===== src/rtl/usb_pkg.sv =====
// Shared USB constants and types for the packet-level RX/TX state machines.
package usb_pkg;

  localparam logic [3:0] PID_OUT   = 4'b0001;
  localparam logic [3:0] PID_IN    = 4'b1001;
  localparam logic [3:0] PID_SETUP = 4'b1101;
  localparam logic [3:0] PID_DATA0 = 4'b0011;
  localparam logic [3:0] PID_DATA1 = 4'b1011;
  localparam logic [3:0] PID_ACK   = 4'b0010;
  localparam logic [3:0] PID_NAK   = 4'b1010;
  localparam logic [3:0] PID_STALL = 4'b1110;

  localparam logic [7:0] SYNC_BYTE = 8'h80;

  localparam logic [15:0] CRC16_INIT     = 16'hFFFF;
  localparam logic [15:0] CRC16_POLY_R   = 16'hA001;
  localparam logic [15:0] CRC16_RESIDUAL = 16'hB001;

  typedef enum logic [2:0] {
    IDLE    = 3'd0,
    PID     = 3'd1,
    TOK1    = 3'd2,
    TOK2    = 3'd3,
    TOK_EOP = 3'd4,
    HS_EOP  = 3'd5,
    DATA    = 3'd6,
    ERROR   = 3'd7
  } state_RX;

endpackage


===== src/rtl/usb_crc16_byte.sv =====
// Combinational CRC16 step over one byte, LSB first, reflected polynomial.
module usb_crc16_byte
  import usb_pkg::*;
(
  input  logic [15:0] crc_i,
  input  logic [7:0]  data_i,
  output logic [15:0] crc_o
);

  always_comb begin
    logic [15:0] c;
    c = crc_i;
    for (int i = 0; i < 8; i++) begin
      if (c[0] ^ data_i[i]) c = (c >> 1) ^ CRC16_POLY_R;
      else                  c = c >> 1;
    end
    crc_o = c;
  end

endmodule


===== src/rtl/usb_rx_packet_fsm.sv =====
// Receive packet FSM: SYNC/PID check, token address filter, DATA payload
// streaming with two-byte CRC holdback, and result reporting.
//
// state   | meaning
// IDLE    | waiting for SYNC
// PID     | SYNC seen, expecting PID byte
// TOK1    | token, expecting addr/endp byte
// TOK2    | token, expecting endp/CRC5 byte
// TOK_EOP | token complete, expecting EOP
// HS_EOP  | handshake, expecting EOP
// DATA    | streaming payload, last two bytes held back as CRC
// ERROR   | packet rejected, waiting for next SYNC
module usb_rx_packet_fsm
  import usb_pkg::*;
#(
  parameter logic [6:0] DEV_ADDR    = 7'd0,
  parameter int         MAX_PAYLOAD = 64
) (
  input  logic       clk,
  input  logic       rst,
  input  logic [7:0] byte_RX,
  input  logic       byte_valid,
  input  logic       eop_strobe,
  input  logic       decode_error,
  output logic [3:0] RX_Packet,
  output logic       RX_Packet_Valid,
  output logic       store_RX_Packet_Data,
  output logic [7:0] RX_Packet_Data,
  output logic       Flush,
  output logic       RX_Transfer_Active,
  output logic       RX_Error
);

  localparam int CNT_W = $clog2(MAX_PAYLOAD + 1);

  state_RX          state_q, state_d;
  logic [3:0]       pid_q, pid_d;
  logic [6:0]       addr_q, addr_d;
  logic [15:0]      crc_q, crc_d, crc_next;
  logic [7:0]       hold0_q, hold0_d, hold1_q, hold1_d;
  logic [1:0]       hold_cnt_q, hold_cnt_d;
  logic [CNT_W-1:0] payload_cnt_q, payload_cnt_d;
  logic [3:0]       pkt_q, pkt_d;
  logic             valid_q, valid_d;
  logic             push_q, push_d;
  logic [7:0]       data_q, data_d;
  logic             flush_q, flush_d;
  logic             active_q, active_d;
  logic             error_q, error_d;

  logic ev_err, ev_eop, ev_byte;
  logic to_err, to_idle;

  usb_crc16_byte u_crc (
    .crc_i  (crc_q),
    .data_i (byte_RX),
    .crc_o  (crc_next)
  );

  assign ev_err  = decode_error;
  assign ev_eop  = !decode_error && eop_strobe;
  assign ev_byte = !decode_error && !eop_strobe && byte_valid;

  always_comb begin
    state_d       = state_q;
    pid_d         = pid_q;
    addr_d        = addr_q;
    crc_d         = crc_q;
    hold0_d       = hold0_q;
    hold1_d       = hold1_q;
    hold_cnt_d    = hold_cnt_q;
    payload_cnt_d = payload_cnt_q;
    pkt_d         = pkt_q;
    valid_d       = 1'b0;
    push_d        = 1'b0;
    data_d        = data_q;
    flush_d       = 1'b0;
    active_d      = active_q;
    error_d       = error_q;
    to_err        = 1'b0;
    to_idle       = 1'b0;

    case (state_q)
      IDLE, ERROR: begin
        if (ev_byte && byte_RX == SYNC_BYTE) begin
          state_d  = PID;
          active_d = 1'b1;
          error_d  = 1'b0;
        end
      end

      PID: begin
        if (ev_err || ev_eop) begin
          to_err = 1'b1;
        end else if (ev_byte) begin
          if (byte_RX[7:4] != ~byte_RX[3:0]) begin
            to_err = 1'b1;
          end else begin
            pid_d = byte_RX[3:0];
            case (byte_RX[3:0])
              PID_OUT, PID_IN, PID_SETUP: state_d = TOK1;
              PID_DATA0, PID_DATA1: begin
                state_d       = DATA;
                crc_d         = CRC16_INIT;
                hold_cnt_d    = 2'd0;
                payload_cnt_d = '0;
              end
              PID_ACK, PID_NAK, PID_STALL: state_d = HS_EOP;
              default: to_err = 1'b1;
            endcase
          end
        end
      end

      TOK1: begin
        if (ev_err || ev_eop) begin
          to_err = 1'b1;
        end else if (ev_byte) begin
          addr_d  = byte_RX[6:0];
          state_d = TOK2;
        end
      end

      TOK2: begin
        if (ev_err || ev_eop) to_err = 1'b1;
        else if (ev_byte)     state_d = TOK_EOP;
      end

      TOK_EOP: begin
        if (ev_err || ev_byte) begin
          to_err = 1'b1;
        end else if (ev_eop) begin
          to_idle = 1'b1;
          if (addr_q == DEV_ADDR) begin
            valid_d = 1'b1;
            pkt_d   = pid_q;
          end
        end
      end

      HS_EOP: begin
        if (ev_err || ev_byte) begin
          to_err = 1'b1;
        end else if (ev_eop) begin
          to_idle = 1'b1;
          valid_d = 1'b1;
          pkt_d   = pid_q;
        end
      end

      DATA: begin
        if (ev_err) begin
          to_err  = 1'b1;
          flush_d = (payload_cnt_q != '0);
        end else if (ev_eop) begin
          if (hold_cnt_q != 2'd2) begin
            to_err  = 1'b1;
            flush_d = (payload_cnt_q != '0);
          end else if (crc_q == CRC16_RESIDUAL) begin
            to_idle = 1'b1;
            valid_d = 1'b1;
            pkt_d   = pid_q;
          end else begin
            to_err  = 1'b1;
            flush_d = 1'b1;
          end
        end else if (ev_byte) begin
          crc_d = crc_next;
          if (hold_cnt_q == 2'd2) begin
            // The oldest held byte is now known not to be CRC.
            if (payload_cnt_q == CNT_W'(MAX_PAYLOAD)) begin
              to_err  = 1'b1;
              flush_d = 1'b1;
            end else begin
              push_d        = 1'b1;
              data_d        = hold0_q;
              payload_cnt_d = payload_cnt_q + 1'b1;
              hold0_d       = hold1_q;
              hold1_d       = byte_RX;
            end
          end else begin
            if (hold_cnt_q == 2'd0) hold0_d = byte_RX;
            else                    hold1_d = byte_RX;
            hold_cnt_d = hold_cnt_q + 2'd1;
          end
        end
      end

      default: to_idle = 1'b1;
    endcase

    if (to_err) begin
      state_d  = ERROR;
      active_d = 1'b0;
      error_d  = 1'b1;
    end else if (to_idle) begin
      state_d  = IDLE;
      active_d = 1'b0;
    end
  end

  always_ff @(posedge clk) begin
    if (rst) begin
      state_q       <= IDLE;
      pid_q         <= '0;
      addr_q        <= '0;
      crc_q         <= '0;
      hold0_q       <= '0;
      hold1_q       <= '0;
      hold_cnt_q    <= '0;
      payload_cnt_q <= '0;
      pkt_q         <= '0;
      valid_q       <= 1'b0;
      push_q        <= 1'b0;
      data_q        <= '0;
      flush_q       <= 1'b0;
      active_q      <= 1'b0;
      error_q       <= 1'b0;
    end else begin
      state_q       <= state_d;
      pid_q         <= pid_d;
      addr_q        <= addr_d;
      crc_q         <= crc_d;
      hold0_q       <= hold0_d;
      hold1_q       <= hold1_d;
      hold_cnt_q    <= hold_cnt_d;
      payload_cnt_q <= payload_cnt_d;
      pkt_q         <= pkt_d;
      valid_q       <= valid_d;
      push_q        <= push_d;
      data_q        <= data_d;
      flush_q       <= flush_d;
      active_q      <= active_d;
      error_q       <= error_d;
    end
  end

  assign RX_Packet            = pkt_q;
  assign RX_Packet_Valid      = valid_q;
  assign store_RX_Packet_Data = push_q;
  assign RX_Packet_Data       = data_q;
  assign Flush                = flush_q;
  assign RX_Transfer_Active   = active_q;
  assign RX_Error             = error_q;

endmodule


===== config.mk =====
export PLATFORM = sky130hd
export DESIGN_NAME = usb_rx_packet_fsm
export DESIGN_NICKNAME = d
export VERILOG_FILES = /design/src/rtl/usb_pkg.sv /design/src/rtl/usb_crc16_byte.sv /design/src/rtl/usb_rx_packet_fsm.sv
export SDC_FILE = /design/constraint.sdc
export NUM_CORES = 1
export LEC_CHECK = 0
export ABC_AREA = 1
export BUFFER_PORTS_ARGS = -buffer_cell sky130_fd_sc_hd__buf_2
export CORE_UTILIZATION = 57
export CTS_CLUSTER_DIAMETER = 100
export DETAILED_ROUTE_END_ITERATION = 12
export PLACE_DENSITY = 0.83
export REMOVE_ABC_BUFFERS = 1
export SYNTH_ARGS = -nofsm -noshare
export SYNTH_HDL_FRONTEND = slang
export SYNTH_HIERARCHICAL = 1
export SYNTH_SLANG_ARGS = --single-unit

===== constraint.sdc =====
create_clock -name clk -period 3.6 [get_ports clk]
set_input_delay 1.08 -clock clk [delete_from_list [all_inputs] [get_ports clk]]
set_output_delay 1.08 -clock clk [all_outputs]
set_load 0.1 [all_outputs]

==> tab_implementation.tex, run 1 <==
\begin{tabular}{lr}
\hline
Metric & Value \\
\hline
\multicolumn{2}{l}{\textbf{Logic synthesis}} \\
\quad Total of warnings raised by yosys & 6 \\
\quad Seq/Total Area, Yosys & 36.27\% \\
\quad Top post-synthesis cells by area & sky130\_fd\_sc\_hd\_\_dfxtp\_1 36\%, sky130\_fd\_sc\_hd\_\_nand2\_1 7.4\%, sky130\_fd\_sc\_hd\_\_inv\_1 6.1\% \\
\quad Leading cell types by count after synthesis & 78 x sky130\_fd\_sc\_hd\_\_nand2\_1, 72 x sky130\_fd\_sc\_hd\_\_dfxtp\_1, 65 x sky130\_fd\_sc\_hd\_\_inv\_1 \\
\quad Number of synthesized flops with an enable pin & 0 \\
\quad Async set-reset flop share out of synthesis & 0\% \\
\quad Register bit count reported by yosys & 72 \\
\quad Prevailing post-synth register cell & sky130\_fd\_sc\_hd\_\_dfxtp\_1 \\
\quad Cell Area, Synth & 3974 sq um \\
\quad Cell type contributing the most total cell area after synthesis & sky130\_fd\_sc\_hd\_\_dfxtp\_1 \\
\quad Synth cell types & 42 \\
\quad Fraction of synthesized cell area taken by the top area cell type & 36.27\% \\
\quad Syn Inst Count & 535 \\
\quad Most numerous cell in the Yosys netlist & sky130\_fd\_sc\_hd\_\_nand2\_1 \\
\quad Mean cell area of the mapped netlist & 7.428 sq um \\
\multicolumn{2}{l}{\textbf{Die}} \\
\quad Die boundary height & 85.50 um \\
\quad Placement row count & 30 \\
\quad Area inside the core boundary & 6756 sq um \\
\quad Effective utilization at floorplan & 58.81\% \\
\quad Die X & 85.50 um \\
\quad Floorplan die area & 7309 sq um \\
\quad Count of pins on the block boundary & 30 \\
\multicolumn{2}{l}{\textbf{CTS}} \\
\quad Max H-tree Level & 3 \\
\quad Buffer cell driving the clock tree root & sky130\_fd\_sc\_hd\_\_clkbuf\_8 \\
\quad Clock latency on the worst-skew pair & 0.35 ns \\
\quad Number of buffers created by CTS & 9 \\
\quad Total of hold buffers inserted after clock tree synthesis & 0 \\
\quad Number of buffers inserted by post-CTS setup repair & 0 \\
\quad Clock sinks & 72 \\
\quad CTS tree & yes \\
\quad Clock-pin slew of the registers on the worst-case setup and hold paths & 0.08 ns \\
\quad Number of buffers on the longest clock path & 2 \\
\quad Post-CTS resize count & 0 \\
\multicolumn{2}{l}{\textbf{STA}} \\
\quad Final setup viols & 0 \\
\quad Total Neg Setup Slack & 0 ns \\
\quad Final worst clock skew & 0.01063 ns \\
\quad Hold Violations, Final & 0 \\
\quad Unrepaired setup endpoints after global routing & false \\
\quad Transition time at the pin with the least slew margin & 0.8414 ns \\
\quad Final Critical Period & 2.668 ns \\
\quad Max-slew violation total from the final report & 0 \\
\quad Highest attainable clock frequency & 374.8 MHz \\
\quad Final period utilization & 74.11\% \\
\quad Max-slew headroom at the worst pin & 43.90\% \\
\multicolumn{2}{l}{\textbf{Power and ir drop}} \\
\quad Static leakage & 1.828 nW \\
\quad Pwr dens & 484.6 nW/um\^{}2 \\
\quad Maximum VDD drop & 0.3622 mV \\
\multicolumn{2}{l}{\textbf{Worst setup path}} \\
\quad Worst path most repeated cell & sky130\_fd\_sc\_hd\_\_nand2\_2 \\
\quad Cell with the largest stage delay on the worst path & sky130\_fd\_sc\_hd\_\_buf\_2 \\
\quad CP Capture Type & flip-flop \\
\quad Worst endpoint data arrival time & 2.92 ns \\
\quad Reg-to-reg critical path endpoint & payload\_cnt\_q[5]\$\_SDFFE\_PP0P\_ \\
\quad Startpoint class of the critical path & input port \\
\quad Register-to-Register Path Depth & 12 \\
\quad Required time of the critical path & 3.85 ns \\
\quad Ordered list of cells on the worst path & buf\_2, inv\_1, nand2\_1, nand2\_2, nand2\_2, nand2\_4, nand2\_4, nand2\_4, nand2\_2, nand3\_2, nand2\_2, nand2\_2, nand3\_4, nand3\_1, nand3\_1, nand2\_1, nor3\_1, nor2\_1 \\
\quad Start-to-end type of the worst setup path & in2reg \\
\quad Maximum fanout along the worst path & 10 \\
\quad FF-to-FF setup slack & 1.21 ns \\
\quad Highest cell delay on the worst timing path & 0.20 ns \\
\quad Critical register-to-register path startpoint & state\_q[2]\$\_SDFFE\_PP0P\_ \\
\multicolumn{2}{l}{\textbf{Route}} \\
\quad Total number of vias & 3562 \\
\quad Iteration count of the initial detailed-routing pass & 5 \\
\quad Routed wire per std cell & 13.98 um \\
\quad Remaining number of nets flagged by the antenna check after routing & 0 \\
\quad Detailed Route Iter0 Violations & 174 \\
\quad Detailed Route WL & 8.934 mm \\
\quad DRC violation count after routing & 0 \\
\quad Vias per cell & 5.574 \\
\multicolumn{2}{l}{\textbf{Layout}} \\
\quad Non-filler instance count after layout & 639 \\
\quad Fraction of final layout cells with drive strength greater than 1 & 17.89\% \\
\quad Number of diodes & 0 \\
\quad Number of nets in the finished design & 571 \\
\quad Syn-to-layout area delta & 8.722\% \\
\multicolumn{2}{l}{\textbf{Placed design}} \\
\quad Count of buffers from port buffering & 29 \\
\quad Gp weighted congestion & 0.8816 \\
\quad Estimated wirelength of the detail-placed design & 6.482 mm \\
\quad Post-Place Cells & 623 \\
\multicolumn{2}{l}{\textbf{Global routing}} \\
\quad Total GRT Usage & 24.99\% \\
\quad Via count of the first global-routing pass & 3223 \\
\quad Antenna violations before repair & 0 \\
\quad Gr ovfl total & 0 \\
\quad Wire length of the first global-routing pass & 14.43 mm \\
\quad Maximum number of pins on one net before global-route repair & 43 \\
\multicolumn{2}{l}{\textbf{Hold path}} \\
\quad Hold endpoint & RX\_Packet[1]\$\_SDFFE\_PP0P\_ \\
\quad Type of the most critical hold path & reg2reg \\
\quad Number of cells on the worst hold path & 2 \\
\quad Worst hold path startpoint & RX\_Packet[1]\$\_SDFFE\_PP0P\_ \\
\multicolumn{2}{l}{\textbf{Flow run}} \\
\quad Number of maximum-capacitance constraint violations & 0 \\
\multicolumn{2}{l}{\textbf{Run status}} \\
\quad Run status & complete, no violations \\
\hline
\end{tabular}
-- final cells by class --
class	instances	area (sq um)
fillers	594	2436
multi-input cells	365	2107
flip-flops and latches	72	1441
inverters	75	296.5
repair buffers	31	172.7
clock buffers	9	123.9
well taps	80	100.1
clock inverters	7	78.83
-- flip-flops by register name, summed over array words and instances (netlist names) --
register,count
crc_q,16
pid_q,4
state_q,3
RX_Packet,4
hold1_q,8
RX_Packet_Valid,1
addr_q,7
payload_cnt_q,7
RX_Transfer_Active,1
RX_Error,1
RX_Packet_Data,8
hold_cnt_q,2
store_RX_Packet_Data,1
Flush,1
hold0_q,8
-- cell usage in the layout (no fill, tap or decap), types with 2 or more instances in the layout --
master / n
sky130_fd_sc_hd__nand3_2: 5
sky130_fd_sc_hd__nand2_1: 78
sky130_fd_sc_hd__dfxtp_1: 72
sky130_fd_sc_hd__ha_1: 4
sky130_fd_sc_hd__xnor2_1: 3
sky130_fd_sc_hd__xor2_2: 2
sky130_fd_sc_hd__inv_6: 2
sky130_fd_sc_hd__xnor2_4: 2
sky130_fd_sc_hd__nor2_2: 3
sky130_fd_sc_hd__clkinvlp_4: 3
sky130_fd_sc_hd__nand4_2: 2
sky130_fd_sc_hd__inv_8: 2
sky130_fd_sc_hd__nand3_1: 26
sky130_fd_sc_hd__nand3_4: 3
sky130_fd_sc_hd__xor2_4: 2
sky130_fd_sc_hd__nand2_4: 6
sky130_fd_sc_hd__nor3_1: 21
sky130_fd_sc_hd__a21oi_1: 46
sky130_fd_sc_hd__inv_2: 8
sky130_fd_sc_hd__clkbuf_8: 9
sky130_fd_sc_hd__o21ai_0: 47
sky130_fd_sc_hd__inv_1: 65
sky130_fd_sc_hd__xor2_1: 6
sky130_fd_sc_hd__buf_2: 29
sky130_fd_sc_hd__nor2_1: 56
sky130_fd_sc_hd__nand4_1: 5
sky130_fd_sc_hd__nand2_2: 12
sky130_fd_sc_hd__a211oi_1: 22
-- where the power goes --
part | internal, W | switching (W) | leakage, nW
sequential | 0.000830 | 0.0000369 | 0.581
clock | 0.000325 | 0.000334 | 0.0925
combinational | 0.000173 | 0.000395 | 1.15
total | 0.00133 | 0.000765 | 1.83
-- per-stage QoR --
step / hold slack (ns) / total power (W) / utilization [%] / cell area (sq um) / setup WS (ns)
final: 0.4417 / 0.002094 / 63.94 / 4320 / 0.9320
after global routing: 0.4624 / 0.002191 / 63.94 / 4320 / 0.7785
after CTS: 0.4433 / 0.002094 / 63.94 / 4320 / 0.9765
after detailed placement: 0.4315 / 0.001443 / 60.94 / 4118 / 0.6038
after global placement: 0.4266 / 0.001431 / 60.94 / 4118 / 0.7354
after floorplan: 0.4223 / 0.001324 / - / 3845 / 1.040
-- kinds of logic after synthesis --
logic type	share of synthesized area, %
compound gates	18.14
fa+ha+maj	1.259
xor+xnor	5.573
simple gates	28.05
buf+inv	10.71
flops	36.27
-- worst max path at each step --
stage               start                      to  slack, ns  cells past startpoint
3_5_place_dp   byte_RX[0]   crc_q[0]$_SDFFE_PP0P_       0.60                     16
3_3_place_gp   byte_RX[0]  crc_q[13]$_SDFFE_PP0P_       0.74                     16
4_1_cts        byte_RX[0]   crc_q[0]$_SDFFE_PP0P_       0.98                     18
5_1_grt        byte_RX[0]  crc_q[13]$_SDFFE_PP0P_       0.78                     18
2_1_floorplan  byte_RX[0]  crc_q[13]$_SDFFE_PP0P_       1.04                     18
6_report       byte_RX[0]   crc_q[0]$_SDFFE_PP0P_       0.93                     18
-- routing by layer --
| layer | part of all wire (%) | up-vias | GRT usage [%] |
|---|---|---|---|
| met4 | 1.5 | 0 | 7.424 |
| li1 | - | 1797 | - |
| met1 | 44 | 1625 | 31.23 |
| met3 | 5.4 | 17 | 4.427 |
| met2 | 49 | 123 | 44.07 |
| met5 | 0 | - | 0 |
-- worst max-delay path, delay by kind of cell --
family,cells,cell delay [ns]
simple gates,16,1.54
buf+inv,2,0.29
(Power assumes the default switching activity.)
==> inputs of run 2 (changes only) <==
--- a/config.mk
+++ b/config.mk
@@ -5,12 +5,12 @@
 export SDC_FILE = /design/constraint.sdc
 export NUM_CORES = 1
 export LEC_CHECK = 0
-export ABC_AREA = 1
+export ABC_AREA = 0
 export BUFFER_PORTS_ARGS = -buffer_cell sky130_fd_sc_hd__buf_2
 export CORE_UTILIZATION = 57
 export CTS_CLUSTER_DIAMETER = 100
 export DETAILED_ROUTE_END_ITERATION = 12
-export PLACE_DENSITY = 0.83
+export PLACE_DENSITY = 0.84
 export REMOVE_ABC_BUFFERS = 1
 export SYNTH_ARGS = -nofsm -noshare
 export SYNTH_HDL_FRONTEND = slang
==> constraint.sdc (replaced) <==
create_clock -name clk -period 2.5 [get_ports clk]
set_input_delay 0.75 -clock clk [delete_from_list [all_inputs] [get_ports clk]]
set_output_delay 0.75 -clock clk [all_outputs]
set_load 0.1 [all_outputs]
==> tab_implementation.tex, run 2 <==
\begin{tabular}{lr}
\hline
Metric & Value \\
\hline
\multicolumn{2}{l}{\textbf{CTS}} \\
\quad Clock latency on the worst-skew pair & 0.35 ns (about the same) \\
\quad Clock-pin slew of the registers on the worst-case setup and hold paths & 0.07 ns (was 0.08 ns) \\
\quad Number of buffers inserted by post-CTS setup repair & 0 (unchanged) \\
\quad Max H-tree Level & 3 (unchanged) \\
\quad Buffer cell driving the clock tree root & sky130\_fd\_sc\_hd\_\_clkbuf\_8 (unchanged) \\
\quad Post-CTS resize count & 0 (unchanged) \\
\quad CTS tree & yes (unchanged) \\
\quad Number of buffers on the longest clock path & 2 (unchanged) \\
\quad Number of buffers created by CTS & 9 (unchanged) \\
\quad Total of hold buffers inserted after clock tree synthesis & 0 (unchanged) \\
\quad Clock sinks & 72 (unchanged) \\
\multicolumn{2}{l}{\textbf{Logic synthesis}} \\
\quad Most numerous cell in the Yosys netlist & sky130\_fd\_sc\_hd\_\_dfxtp\_1 (was sky130\_fd\_sc\_hd\_\_nand2\_1) \\
\quad Fraction of synthesized cell area taken by the top area cell type & 40.01\% (was 36.27\%) \\
\quad Leading cell types by count after synthesis & 72 x sky130\_fd\_sc\_hd\_\_dfxtp\_1, 66 x sky130\_fd\_sc\_hd\_\_nor2\_1, 39 x sky130\_fd\_sc\_hd\_\_mux2i\_1, 39 x sky130\_fd\_sc\_hd\_\_nor3\_1, 16 x sky130\_fd\_sc\_hd\_\_xnor2\_1 (was 78 x sky130\_fd\_sc\_hd\_\_nand2\_1, 72 x sky130\_fd\_sc\_hd\_\_dfxtp\_1, 65 x sky130\_fd\_sc\_hd\_\_inv\_1) \\
\quad Mean cell area of the mapped netlist & 8.983 sq um (was 7.428 sq um) \\
\quad Seq/Total Area, Yosys & 40.01\% (was 36.27\%) \\
\quad Top post-synthesis cells by area & sky130\_fd\_sc\_hd\_\_dfxtp\_1 40\%, sky130\_fd\_sc\_hd\_\_mux2i\_1 11\%, sky130\_fd\_sc\_hd\_\_nor2\_1 6.9\% (was sky130\_fd\_sc\_hd\_\_dfxtp\_1 36\%, sky130\_fd\_sc\_hd\_\_nand2\_1 7.4\%, sky130\_fd\_sc\_hd\_\_inv\_1 6.1\%) \\
\quad Cell type contributing the most total cell area after synthesis & sky130\_fd\_sc\_hd\_\_dfxtp\_1 (unchanged) \\
\quad Total of warnings raised by yosys & 6 (unchanged) \\
\quad Synth cell types & 56 (was 42) \\
\quad Cell Area, Synth & 3602 sq um (was 3974 sq um) \\
\quad Async set-reset flop share out of synthesis & 0\% (unchanged) \\
\quad Number of synthesized flops with an enable pin & 0 (unchanged) \\
\quad Register bit count reported by yosys & 72 (unchanged) \\
\quad Prevailing post-synth register cell & sky130\_fd\_sc\_hd\_\_dfxtp\_1 (unchanged) \\
\quad Syn Inst Count & 401 (was 535) \\
\multicolumn{2}{l}{\textbf{STA}} \\
\quad Transition time at the pin with the least slew margin & 0.6257 ns (was 0.8414 ns) \\
\quad Max-slew violation total from the final report & 0 (unchanged) \\
\quad Total Neg Setup Slack & 0 ns (unchanged) \\
\quad Final Critical Period & 2.278 ns \\
\quad Highest attainable clock frequency & 439.0 MHz \\
\quad Final period utilization & 91.11\% \\
\quad Unrepaired setup endpoints after global routing & false (unchanged) \\
\quad Final setup viols & 0 (unchanged) \\
\quad Max-slew headroom at the worst pin & 58.24\% (was 43.90\%) \\
\quad Hold Violations, Final & 0 (unchanged) \\
\quad Final worst clock skew & 0.004448 ns (was 0.01063 ns) \\
\multicolumn{2}{l}{\textbf{Power and ir drop}} \\
\quad Pwr dens & 718.6 nW/um\^{}2 (was 484.6 nW/um\^{}2) \\
\quad Net switching power figure & 0.0009905 W (was 0.0007653 W) \\
\quad Static leakage & 1.652 nW (was 1.828 nW) \\
\quad Proportion of power drawn by the clock network & 30.0\% (was 31.5\%) \\
\quad Pint & 0.002043 W (was 0.001328 W) \\
\quad Share of power burned in registers & 41.4\% (about the same) \\
\quad Total power & 0.003034 W (was 0.002094 W) \\
\quad Maximum VDD drop & 0.5961 mV (was 0.3622 mV) \\
\quad Combinational Power Share & 28.6\% (was 27.1\%) \\
\quad Net switching share of the total power & 32.65\% (was 36.55\%) \\
\multicolumn{2}{l}{\textbf{Layout}} \\
\quad Syn-to-layout area delta & 17.19\% (was 8.722\%) \\
\quad Number of nets in the finished design & 468 (was 571) \\
\quad Final standard cell area without fillers & 4222 sq um (was 4320 sq um) \\
\quad Number of diodes & 0 (unchanged) \\
\quad Highest-count cells in the layout ignoring fill and taps & 72 x sky130\_fd\_sc\_hd\_\_dfxtp\_1, 66 x sky130\_fd\_sc\_hd\_\_nor2\_1, 39 x sky130\_fd\_sc\_hd\_\_nor3\_1, 39 x sky130\_fd\_sc\_hd\_\_mux2i\_1, 39 x sky130\_fd\_sc\_hd\_\_buf\_4 (was 78 x sky130\_fd\_sc\_hd\_\_nand2\_1, 72 x sky130\_fd\_sc\_hd\_\_dfxtp\_1, 65 x sky130\_fd\_sc\_hd\_\_inv\_1) \\
\quad Fraction of final layout cells with drive strength greater than 1 & 22.15\% (was 17.89\%) \\
\quad Non-filler instance count after layout & 531 (was 639) \\
\quad Register with the most flip-flops & crc\_q (unchanged) \\
\quad Final core utilization & 70.47\% (was 63.94\%) \\
\quad Count of filler cells inserted in the layout & 474 (was 594) \\
\quad Most common library cell in the layout ignoring fill and taps & sky130\_fd\_sc\_hd\_\_dfxtp\_1 (was sky130\_fd\_sc\_hd\_\_nand2\_1) \\
\quad Flip-flop count of the largest register after layout & 16 (unchanged) \\
\multicolumn{2}{l}{\textbf{Die}} \\
\quad Die boundary height & 81.50 um (was 85.50 um) \\
\quad Area inside the core boundary & 5991 sq um (was 6756 sq um) \\
\quad Effective utilization at floorplan & 60.13\% (was 58.81\%) \\
\quad Placement row count & 28 (was 30) \\
\quad Floorplan die area & 6641 sq um (was 7309 sq um) \\
\quad Die X & 81.50 um (was 85.50 um) \\
\quad Count of pins on the block boundary & 30 (unchanged) \\
\multicolumn{2}{l}{\textbf{Placed design}} \\
\quad Gp weighted congestion & 1.034 (was 0.8816) \\
\quad Post-place instance area & 4019 sq um (was 4118 sq um) \\
\quad Count of buffers from port buffering & 29 (unchanged) \\
\quad Estimated wirelength of the detail-placed design & 6.140 mm (was 6.482 mm) \\
\quad Post-Place Cells & 515 (was 623) \\
\multicolumn{2}{l}{\textbf{Global routing}} \\
\quad Total GRT Usage & 27.62\% (was 24.99\%) \\
\quad Via count of the first global-routing pass & 2792 (was 3223) \\
\quad Maximum number of pins on one net before global-route repair & 35 (was 43) \\
\quad Gr ovfl total & 0 (unchanged) \\
\quad Wire length of the first global-routing pass & 13.50 mm (was 14.43 mm) \\
\quad Antenna violations before repair & 0 (unchanged) \\
\multicolumn{2}{l}{\textbf{Route}} \\
\quad Vias per cell & 5.712 (was 5.574) \\
\quad Detailed Route WL & 8.341 mm (was 8.934 mm) \\
\quad Iteration count of the initial detailed-routing pass & 4 (was 5) \\
\quad Remaining number of nets flagged by the antenna check after routing & 0 (unchanged) \\
\quad Routed wire per std cell & 15.71 um (was 13.98 um) \\
\quad Total number of vias & 3033 (was 3562) \\
\quad DRC violation count after routing & 0 (unchanged) \\
\quad Detailed Route Iter0 Violations & 262 (was 174) \\
\multicolumn{2}{l}{\textbf{Worst setup path}} \\
\quad Maximum fanout along the worst path & 11 (was 10) \\
\quad Worst endpoint data arrival time & 2.52 ns (was 2.92 ns) \\
\quad Start-to-end type of the worst setup path & reg2reg (was in2reg) \\
\quad Startpoint class of the critical path & flip-flop (was input port) \\
\quad Required time of the critical path & 2.74 ns (was 3.85 ns) \\
\quad CP Capture Type & flip-flop (unchanged) \\
\multicolumn{2}{l}{\textbf{Flow run}} \\
\quad Number of maximum-capacitance constraint violations & 0 (unchanged) \\
\multicolumn{2}{l}{\textbf{Run status}} \\
\quad Run status & complete, no violations (unchanged) \\
\multicolumn{2}{l}{\textbf{Hold path}} \\
\quad Type of the most critical hold path & reg2reg (unchanged) \\
\hline
\end{tabular}
[run 2: changes by cell type in the layout (fill, tap and decap cells not counted), moves of 8 or more]
cell / change
sky130_fd_sc_hd__inv_1: -57
sky130_fd_sc_hd__nand2_1: -65
sky130_fd_sc_hd__a211oi_1: -10
sky130_fd_sc_hd__nand2_2: -12
sky130_fd_sc_hd__a21oi_1: -34
sky130_fd_sc_hd__inv_2: -8
sky130_fd_sc_hd__xnor2_1: +13
sky130_fd_sc_hd__mux2i_1: +39
sky130_fd_sc_hd__nor2_1: +10
sky130_fd_sc_hd__buf_4: +38
sky130_fd_sc_hd__nand3_1: -22
sky130_fd_sc_hd__nor3_1: +18
sky130_fd_sc_hd__o21ai_0: -45
[run 2: final timing paths]
path                                                  from  slack (ns)                            end  depth (start not counted)
worst max-delay path               state_q[0]$_SDFFE_PP0P_        0.22  payload_cnt_q[4]$_SDFFE_PP0P_                          6
worst min-delay path            hold_cnt_q[0]$_SDFFE_PP0P_        0.48     hold_cnt_q[0]$_SDFFE_PP0P_                          2
worst max register to register     state_q[0]$_SDFFE_PP0P_        0.22  payload_cnt_q[4]$_SDFFE_PP0P_                          6
worst min register to register  hold_cnt_q[0]$_SDFFE_PP0P_        0.48     hold_cnt_q[0]$_SDFFE_PP0P_                          2
[run 2: worst max-delay path, stage by stage, from the launching register on]
cell,delay [ns]
sky130_fd_sc_hd__dfxtp_1,0.52
sky130_fd_sc_hd__or3b_1,0.43
sky130_fd_sc_hd__o21a_1,0.26
sky130_fd_sc_hd__a2111oi_4,0.51
sky130_fd_sc_hd__nand4_1,0.18
sky130_fd_sc_hd__xor2_1,0.21
sky130_fd_sc_hd__nor3_2,0.05
[run 2: power by group through the flow]
stage	Clock [W]	Combinational (W)	Sequential, W
after floorplan	0	0.000470	0.00135
after global placement	0	0.000829	0.00128
after detailed placement	0	0.000841	0.00128
after CTS	0.000931	0.000850	0.00125
after global routing	0.000979	0.000937	0.00127
final	0.000910	0.000868	0.00126
[run 2: through the flow]
stage	worst slack [ns]	hold slack [ns]
2_1_floorplan	-0.2117	0.4344
3_3_place_gp	0.03127	0.4531
5_1_grt	0.008869	0.5050
6_report	0.2223	0.4829
3_5_place_dp	-0.03106	0.4649
4_1_cts	0.08754	0.4830
[run 2: layout make-up]
class | count | area, sq um | share of cell area, %
multi-input combinational | 290 | 1982 | 46.95
inverter | 8 | 30.03 | 0.7113
tap | 75 | 93.84 | 2.223
timing repair buffer | 70 | 478.0 | 11.32
clock buffer | 10 | 137.6 | 3.260
clock inverter | 6 | 58.81 | 1.393
sequential | 72 | 1441 | 34.14
[run 2: cell families (layout without fill, tap and decap cells)]
family          count (synthesis)  in the layout  synth area share, %
mux                            39             39                10.84
buf+inv                        39             94                5.140
simple gates                  172            172                25.08
fa+ha+maj                       4              4                1.389
compound gates                 45             45                9.414
xor+xnor                       30             30                8.128
flops                          72             72                40.01
[run 2: layer usage]
layer	part of all wire (%)	vias up	track usage (%)
met5	0	-	0
met4	1.8	0	13.57
met3	5.3	16	5.556
met2	49	83	44.50
met1	44	1422	35.09
li1	-	1512	-
